`config.mk`:
```
export PLATFORM = sky130hd
export DESIGN_NAME = msp430_inst_encoder
export DESIGN_NICKNAME = d
export VERILOG_FILES = /design/src/rtl/msp430_inst_encoder.sv
export SDC_FILE = /design/constraint.sdc
export NUM_CORES = 1
export LEC_CHECK = 0
export CAP_MARGIN = 20
export CORE_MARGIN = 4
export CORE_UTILIZATION = 40
export CTS_CLUSTER_DIAMETER = 40
export DETAILED_ROUTE_END_ITERATION = 8
export PLACE_DENSITY = 0.64
export SYNTH_ARGS = -nofsm -noshare
export SYNTH_HDL_FRONTEND = slang
export SYNTH_SLANG_ARGS = --single-unit
export TNS_END_PERCENT = 5
```
`constraint.sdc`:
```
create_clock -name mclk -period 5.5 [get_ports mclk]
set_input_delay 1.1 -clock mclk [delete_from_list [all_inputs] [get_ports mclk]]
set_output_delay 1.1 -clock mclk [all_outputs]
set_load 0.02 [all_outputs]
```
`src/rtl/msp430_inst_encoder.sv`:
```
// MSP430 instruction encoder: accepts one decoded instruction request and
// streams its opcode word plus any required extension words.
module msp430_inst_encoder (
  input  logic        mclk,
  input  logic        puc_rst_n,
  input  logic        req_valid,
  output logic        req_ready,
  input  logic [1:0]  req_fmt,
  input  logic [3:0]  req_op,
  input  logic        req_bw,
  input  logic [3:0]  req_src,
  input  logic [1:0]  req_as,
  input  logic [3:0]  req_dst,
  input  logic        req_ad,
  input  logic [9:0]  req_joff,
  input  logic [15:0] req_ext_src,
  input  logic [15:0] req_ext_dst,
  output logic        word_valid,
  input  logic        word_ready,
  output logic [15:0] word_data,
  output logic        word_last,
  output logic [1:0]  word_idx,
  output logic        err,
  output logic        busy,
  output logic [31:0] inst_count
);

  localparam logic [1:0] FmtSig  = 2'd0;
  localparam logic [1:0] FmtJump = 2'd1;
  localparam logic [1:0] FmtTwo  = 2'd2;

  typedef enum logic [1:0] {StIdle, StOpc, StExtSrc, StExtDst} state_e;

  state_e      r_state, w_state_nxt;
  logic [1:0]  r_fmt;
  logic [3:0]  r_op;
  logic        r_bw;
  logic [3:0]  r_src;
  logic [1:0]  r_as;
  logic [3:0]  r_dst;
  logic        r_ad;
  logic [9:0]  r_joff;
  logic [15:0] r_ext_src;
  logic [15:0] r_ext_dst;
  logic        r_err;
  logic [31:0] r_inst_count;

  logic        w_accept;
  logic        w_req_illegal;
  logic        w_consume;
  logic        w_need_src;
  logic        w_need_dst;
  logic        w_sig_bw;
  logic [15:0] w_opcode;

  assign req_ready  = puc_rst_n && (r_state == StIdle);
  assign busy       = (r_state != StIdle);
  assign w_accept   = req_valid && req_ready;
  assign word_valid = (r_state != StIdle);
  assign w_consume  = word_valid && word_ready;
  assign err        = r_err;
  assign inst_count = r_inst_count;

  // Illegal requests are judged on the live request fields at acceptance.
  assign w_req_illegal = (req_fmt == 2'd3)
                      || ((req_fmt == FmtTwo) && (req_op < 4'd4))
                      || ((req_fmt == FmtSig) && (req_op > 4'd6));

  // Extension-word requirements derived from the latched instruction.
  always_comb begin
    w_need_src = 1'b0;
    if ((r_fmt == FmtTwo) || ((r_fmt == FmtSig) && (r_op != 4'd6))) begin
      w_need_src = ((r_as == 2'b01) && (r_src != 4'd3))
                || ((r_as == 2'b11) && (r_src == 4'd0));
    end
    w_need_dst = (r_fmt == FmtTwo) && r_ad;
  end

  // SWPB, SXT and CALL have no byte form, so their B/W bit is always 0.
  assign w_sig_bw = r_bw && !((r_op == 4'd1) || (r_op == 4'd3) || (r_op == 4'd5));

  // Opcode word assembly per instruction format.
  always_comb begin
    w_opcode = 16'h0000;
    case (r_fmt)
      FmtTwo:  w_opcode = {r_op, r_src, r_ad, r_bw, r_as, r_dst};
      FmtJump: w_opcode = {3'b001, r_op[2:0], r_joff};
      FmtSig: begin
        if (r_op == 4'd6) w_opcode = 16'h1300;
        else              w_opcode = {6'b000100, r_op[2:0], w_sig_bw, r_as, r_src};
      end
      default: w_opcode = 16'h0000;
    endcase
  end

  // Next-state selection and word outputs; IDLE drives all-zero outputs.
  always_comb begin
    w_state_nxt = r_state;
    word_data   = 16'h0000;
    word_idx    = 2'd0;
    word_last   = 1'b0;
    case (r_state)
      StIdle: begin
        if (w_accept && !w_req_illegal) w_state_nxt = StOpc;
      end
      StOpc: begin
        word_data = w_opcode;
        word_idx  = 2'd0;
        word_last = !w_need_src && !w_need_dst;
        if (w_consume) begin
          if (w_need_src)      w_state_nxt = StExtSrc;
          else if (w_need_dst) w_state_nxt = StExtDst;
          else                 w_state_nxt = StIdle;
        end
      end
      StExtSrc: begin
        word_data = r_ext_src;
        word_idx  = 2'd1;
        word_last = !w_need_dst;
        if (w_consume) w_state_nxt = w_need_dst ? StExtDst : StIdle;
      end
      StExtDst: begin
        word_data = r_ext_dst;
        word_idx  = 2'd2;
        word_last = 1'b1;
        if (w_consume) w_state_nxt = StIdle;
      end
      default: w_state_nxt = StIdle;
    endcase
  end

  // State register.
  always_ff @(posedge mclk) begin
    if (!puc_rst_n) r_state <= StIdle;
    else            r_state <= w_state_nxt;
  end

  // Request field capture; fields stay frozen until the next acceptance.
  always_ff @(posedge mclk) begin
    if (!puc_rst_n) begin
      r_fmt     <= 2'd0;
      r_op      <= 4'd0;
      r_bw      <= 1'b0;
      r_src     <= 4'd0;
      r_as      <= 2'd0;
      r_dst     <= 4'd0;
      r_ad      <= 1'b0;
      r_joff    <= 10'd0;
      r_ext_src <= 16'h0000;
      r_ext_dst <= 16'h0000;
    end else if (w_accept) begin
      r_fmt     <= req_fmt;
      r_op      <= req_op;
      r_bw      <= req_bw;
      r_src     <= req_src;
      r_as      <= req_as;
      r_dst     <= req_dst;
      r_ad      <= req_ad;
      r_joff    <= req_joff;
      r_ext_src <= req_ext_src;
      r_ext_dst <= req_ext_dst;
    end
  end

  // Error pulse for the cycle after an illegal request is accepted.
  always_ff @(posedge mclk) begin
    if (!puc_rst_n) r_err <= 1'b0;
    else            r_err <= w_accept && w_req_illegal;
  end

  // Completed-instruction counter, wraps naturally at 32 bits.
  always_ff @(posedge mclk) begin
    if (!puc_rst_n)                  r_inst_count <= 32'd0;
    else if (w_consume && word_last) r_inst_count <= r_inst_count + 32'd1;
  end

endmodule

```
# Yosys cells after proc, flatten, opt, wreduce, memory -nomap -nowiden
# Cells that the tools add are included.
dict set report totals {
  reg_bits 95
  output_inout_bits 55
  inputBits 64
  word_cells 78
}
dict set report op_classes {
  n_eq_ne 19
  n_mux 13
  magnitude_cmp 2
  n_reduce_logical 30
  addsub 1
}
# operator count
set op_table {}
lappend op_table {{$pmux W16 S3} 2}
lappend op_table {{$add A32 B1 Y32 const B} 1}
lappend op_table {{$logic_and A1 B1 Y1} 14}
lappend op_table {{$eq A2 B2 Y1 const B} 6}
lappend op_table {{$mux W2} 6}
lappend op_table {{$mux W10} 1}
lappend op_table {{$eq A4 B3 Y1 const B} 2}
lappend op_table {{$pmux W2 S4} 1}
lappend op_table {{$eq A2 B1 Y1 const B} 3}
lappend op_table {{$logic_not A2 Y1} 3}
lappend op_table {{$logic_or A1 B1 Y1} 6}
lappend op_table {{$ne A2 B2 Y1 const B} 3}
lappend op_table {{$eq A4 B1 Y1 const B} 1}
lappend op_table {{$eq A4 B2 Y1 const B} 1}
lappend op_table {{$gt A4 B3 Y1 const B} 1}
lappend op_table {{$logic_not A1 Y1} 4}
lappend op_table {{$logic_not A4 Y1} 1}
lappend op_table {{$lt A4 B3 Y1 const B} 1}
lappend op_table {{$ne A4 B2 Y1 const B} 1}
lappend op_table {{$ne A4 B3 Y1 const B} 1}
lappend op_table {{$pmux W2 S2} 1}
lappend op_table {{$reduce_and A4 Y1} 1}
lappend op_table {{$pmux W1 S3} 1}
lappend op_table {{$ne A2 B1 Y1 const B} 1}
lappend op_table {{other kinds (2)} 2}

# Depth between registers and ports, before layout
dict set report depth {
  depth_word 8
  mapped_depth 8
  ltp_nobuf 5
}

# Worst setup path after synthesis
# Ideal clock, no wire load.
dict set report synth_path {
  path_type {input to output}
  start {input port puc_rst_n}
  end {output port req_ready}
  arrival_time_ps 1762
  path_buffers 1
  setup_slack_ps 2638
  required_time_ps 4400
  cell_stages 3
  cell_sequence {clkbuf_1 -> inv_2 -> nor2_1}
}
dict set report synth_between {
  elab_chain_cells 1
}
# element line
set synth_rtl {}
lappend synth_rtl {{start: declaration} 5} ;# input logic puc_rst_n,
lappend synth_rtl {{$logic_and A1 B1 Y1} 56} ;# assign req_ready = puc_rst_n && (r_state == StIdle);
lappend synth_rtl {{end: declaration} 7} ;# output logic req_ready,
# No other way between the ends.

# Worst setup path after layout
dict set report layout_path {
  start {register r_fmt[1]}
  end {output port word_data[0]}
}
dict set report layout_between {
  elab_chain_cells 3
  elab_cells_between_ends 5
  classes_between {2 x eq/ne; 2 x mux; 1 x reduce/logical}
}
# element line
set layout_rtl {}
lappend layout_rtl {{start: declaration} 35} ;# logic [1:0] r_fmt;
lappend layout_rtl {{start signal: assignment} 152} ;# r_fmt <= req_fmt;
lappend layout_rtl {{$eq A2 B1 Y1 (tied with other cells)} 85} ;# case (r_fmt)
lappend layout_rtl {{$pmux W16 S3 *} 85}
lappend layout_rtl {{$pmux W16 S3 *} 102} ;# case (r_state)
lappend layout_rtl {{end: declaration} 20} ;# output logic [15:0] word_data,
# Every way passes the cells marked *; elsewhere a longest branch is shown, timed or not.

==> reports/metrics.csv <==
metric,value,unit
cell area after layout,6330,um2
die area,13800,um2
crit-path max FO,16,
Synth top area share,0.397,
#FFs+latches synth,95,
worst slew pin tran,0.970,ns
Starting Density,0.414,
Sink Count,95,
postcts setup bufs,0,
Mapped Avg Cell Area,7.79,um2
later-pin clock latency in the skew report,0.35,ns
core area,11600,um2
share of post-route cells with drive strength above 1,0.0552,
htree depth,3,
most frequent cells after synthesis,"178 x nand2_1, 95 x dfxtp_1, 73 x o21ai_0",
top-count cell post-synth,nand2_1,
"Slew Viols, Final",0,
worst r2r dst,r_state[0]$_SDFFE_PN0P_,
maximum vdd drop,0.139,mV
"Cell Area, Placed",5970,um2
Synth area leaders,"dfxtp_1 40%, nand2_1 14%, o21ai_0 7.6%",
Rel. slew slack,0.353,
DRT Wirelength,13600,um
Antenna Nets Post-Route,0,
cell area after synthesis,4780,um2
DRT Pass-1 Iters,5,
I/O pins,119,
CP startpoint kind,register,
hold_buf cts,0,
worst hold stages,2,
Port Buf Inserts,118,
syn nets,679,
initial DRC count,389,
vias in the first global route,4446,
wire per inst,16.0,um
DRC,0,
maxcap violations,0,
first-pass GRT wire length,22300,um
YS warnings,0,
total CTS buffers,9,
Final Core Density,0.547,
routed vias/inst,5.43,
remaining global-route overflow,0,
Peak Freq,0.254,GHz
CTS Buffer Depth,2,
"Hold Violations, Final",0,
post-DP HPWL,9790,um
Hold Crit Class,register to register,
CP endpoint kind,output port,
Ant. Diodes,0,
Worst R2R Setup Slack,2.80,ns
Hold WS,0.459,ns
Critical Path RT,4.40,ns
critical path class,register to output port,
Hold Path End,r_ext_dst[11]$_SDFFE_PN0P_,
footprint of the multi-input gates,2650,um2
GRT Util Overall,0.197,
Main synth FF type,dfxtp_1,
FP Rows,39,
Vias,4614,
CTS Root Cell,clkbuf_16,
post-layout power,1.66,mW
fill cell count,1102,
crit path time final,3.94,ns
period utilization,0.716,
RSZ-0062 raised after global routing,no,
"Seq/Total Area, Yosys",0.397,
post-synth top area cell,dfxtp_1,
Worst Clk Skew,0.00526,ns
Die Ht,117,um
"Data arrival, critical path",2.84,ns
PwrDens,263,nW/um2
FF-to-FF Start,r_state[0]$_SDFFE_PN0P_,
register area,1900,um2
Worst Reg-to-Reg Cells,6,
Nets,767,
largest net degree at the start of global routing,123,
"FFs w/ async S/R, synth",0,
"EDFF count, synth",0,
DIE WIDTH,117,um
Syn-to-layout area delta,32.3,%
P_leak,2.11,nW
cts repair resizes,0,
Setup TNS,0,ns
critical hold path startpoint,r_ext_dst[11]$_SDFFE_PN0P_,
initial antenna violation count,0,
count of final setup violators,0,
status,completed,
CTS tree,built,
clk slew on worst S/H paths,0.07,ns
Syn Inst Count,614,
Final GP Congestion,0.860,
synth unique cells,58,
-- power by group --
group	switching [mW]	internal [mW]	total [mW]
Clock	0.273	0.413	0.686
Sequential	0.0444	0.730	0.774
Combinational	0.106	0.0993	0.205
-- kinds of logic after synthesis --
kind of cell    count (synthesis)  synth area share
buf+inv                        54            0.0492
compound gates                162             0.227
flops                          95             0.397
fa+ha+maj                       1           0.00261
simple gates                  269             0.255
mux                            32            0.0669
xor+xnor                        1           0.00183
-- flip-flops by register name (all words and copies together) (netlist names), 2 cells and up --
signal	flops
r_as	2
r_joff	10
r_dst	4
r_src	4
r_fmt	2
r_op	4
r_state	2
inst_count	32
r_ext_src	16
r_ext_dst	16
-- how the worst max path moves through the flow --
stage,start,endpoint,slack [ns],depth (start not counted)
floorplan,puc_rst_n,req_ready,2.64,3
global placement,r_fmt[1]$_SDFFE_PN0P_,word_data[0],2.04,5
detailed placement,r_fmt[1]$_SDFFE_PN0P_,word_data[0],1.96,5
CTS,r_fmt[1]$_SDFFE_PN0P_,word_data[0],1.58,5
global route,r_fmt[1]$_SDFFE_PN0P_,word_data[11],1.37,5
finish,r_fmt[1]$_SDFFE_PN0P_,word_data[0],1.56,5
-- layer usage --
| layer | vias up | track usage | share of wire |
|---|---|---|---|
| met5 | - | 0 | 0 |
| met3 | 13 | 0.0481 | 0.062 |
| met1 | 2161 | 0.248 | 0.44 |
| met2 | 132 | 0.329 | 0.48 |
| li1 | 2308 | - | - |
| met4 | 0 | 0.0674 | 0.017 |
-- placed cells by master, fill, tap and decap left out, types with 8 or more instances in the layout --
cell and count:
a21oi_1 31, nand3_1 14, nor2_1 13, nand2_1 178, clkbuf_16 9, nand2b_1 28, a22oi_1 8, nand4_1 10
clkdlybuf4s50_1 117, dfxtp_1 95, o21ai_0 73, inv_1 8, mux2i_1 32
-- cell type report --
type,instances,area share
Clock buffer,10,0.0378
Tap cell,143,0.0283
Timing Repair Buffer,122,0.194
Sequential cell,95,0.301
Multi-Input combinational cell,465,0.419
Clock inverter,6,0.0146
Inverter,9,0.00534
-- critical path: stages (launching register included) --
cell and delay [ns]:
dfxtp_1 0.69, nor2b_1 0.57, a222oi_1 0.24, o21ai_0 0.21, a22o_1 0.17, clkdlybuf4s50_1 0.61
-- stage by stage --
step                      instances  setup slack [ns]
after global routing            850              1.37
final                           850              1.56
after CTS                       849              1.58
after floorplan                 614              2.64
after detailed placement        833              1.96
after global placement          833              2.04
No activity file was read; power rests on OpenSTA's default activity.
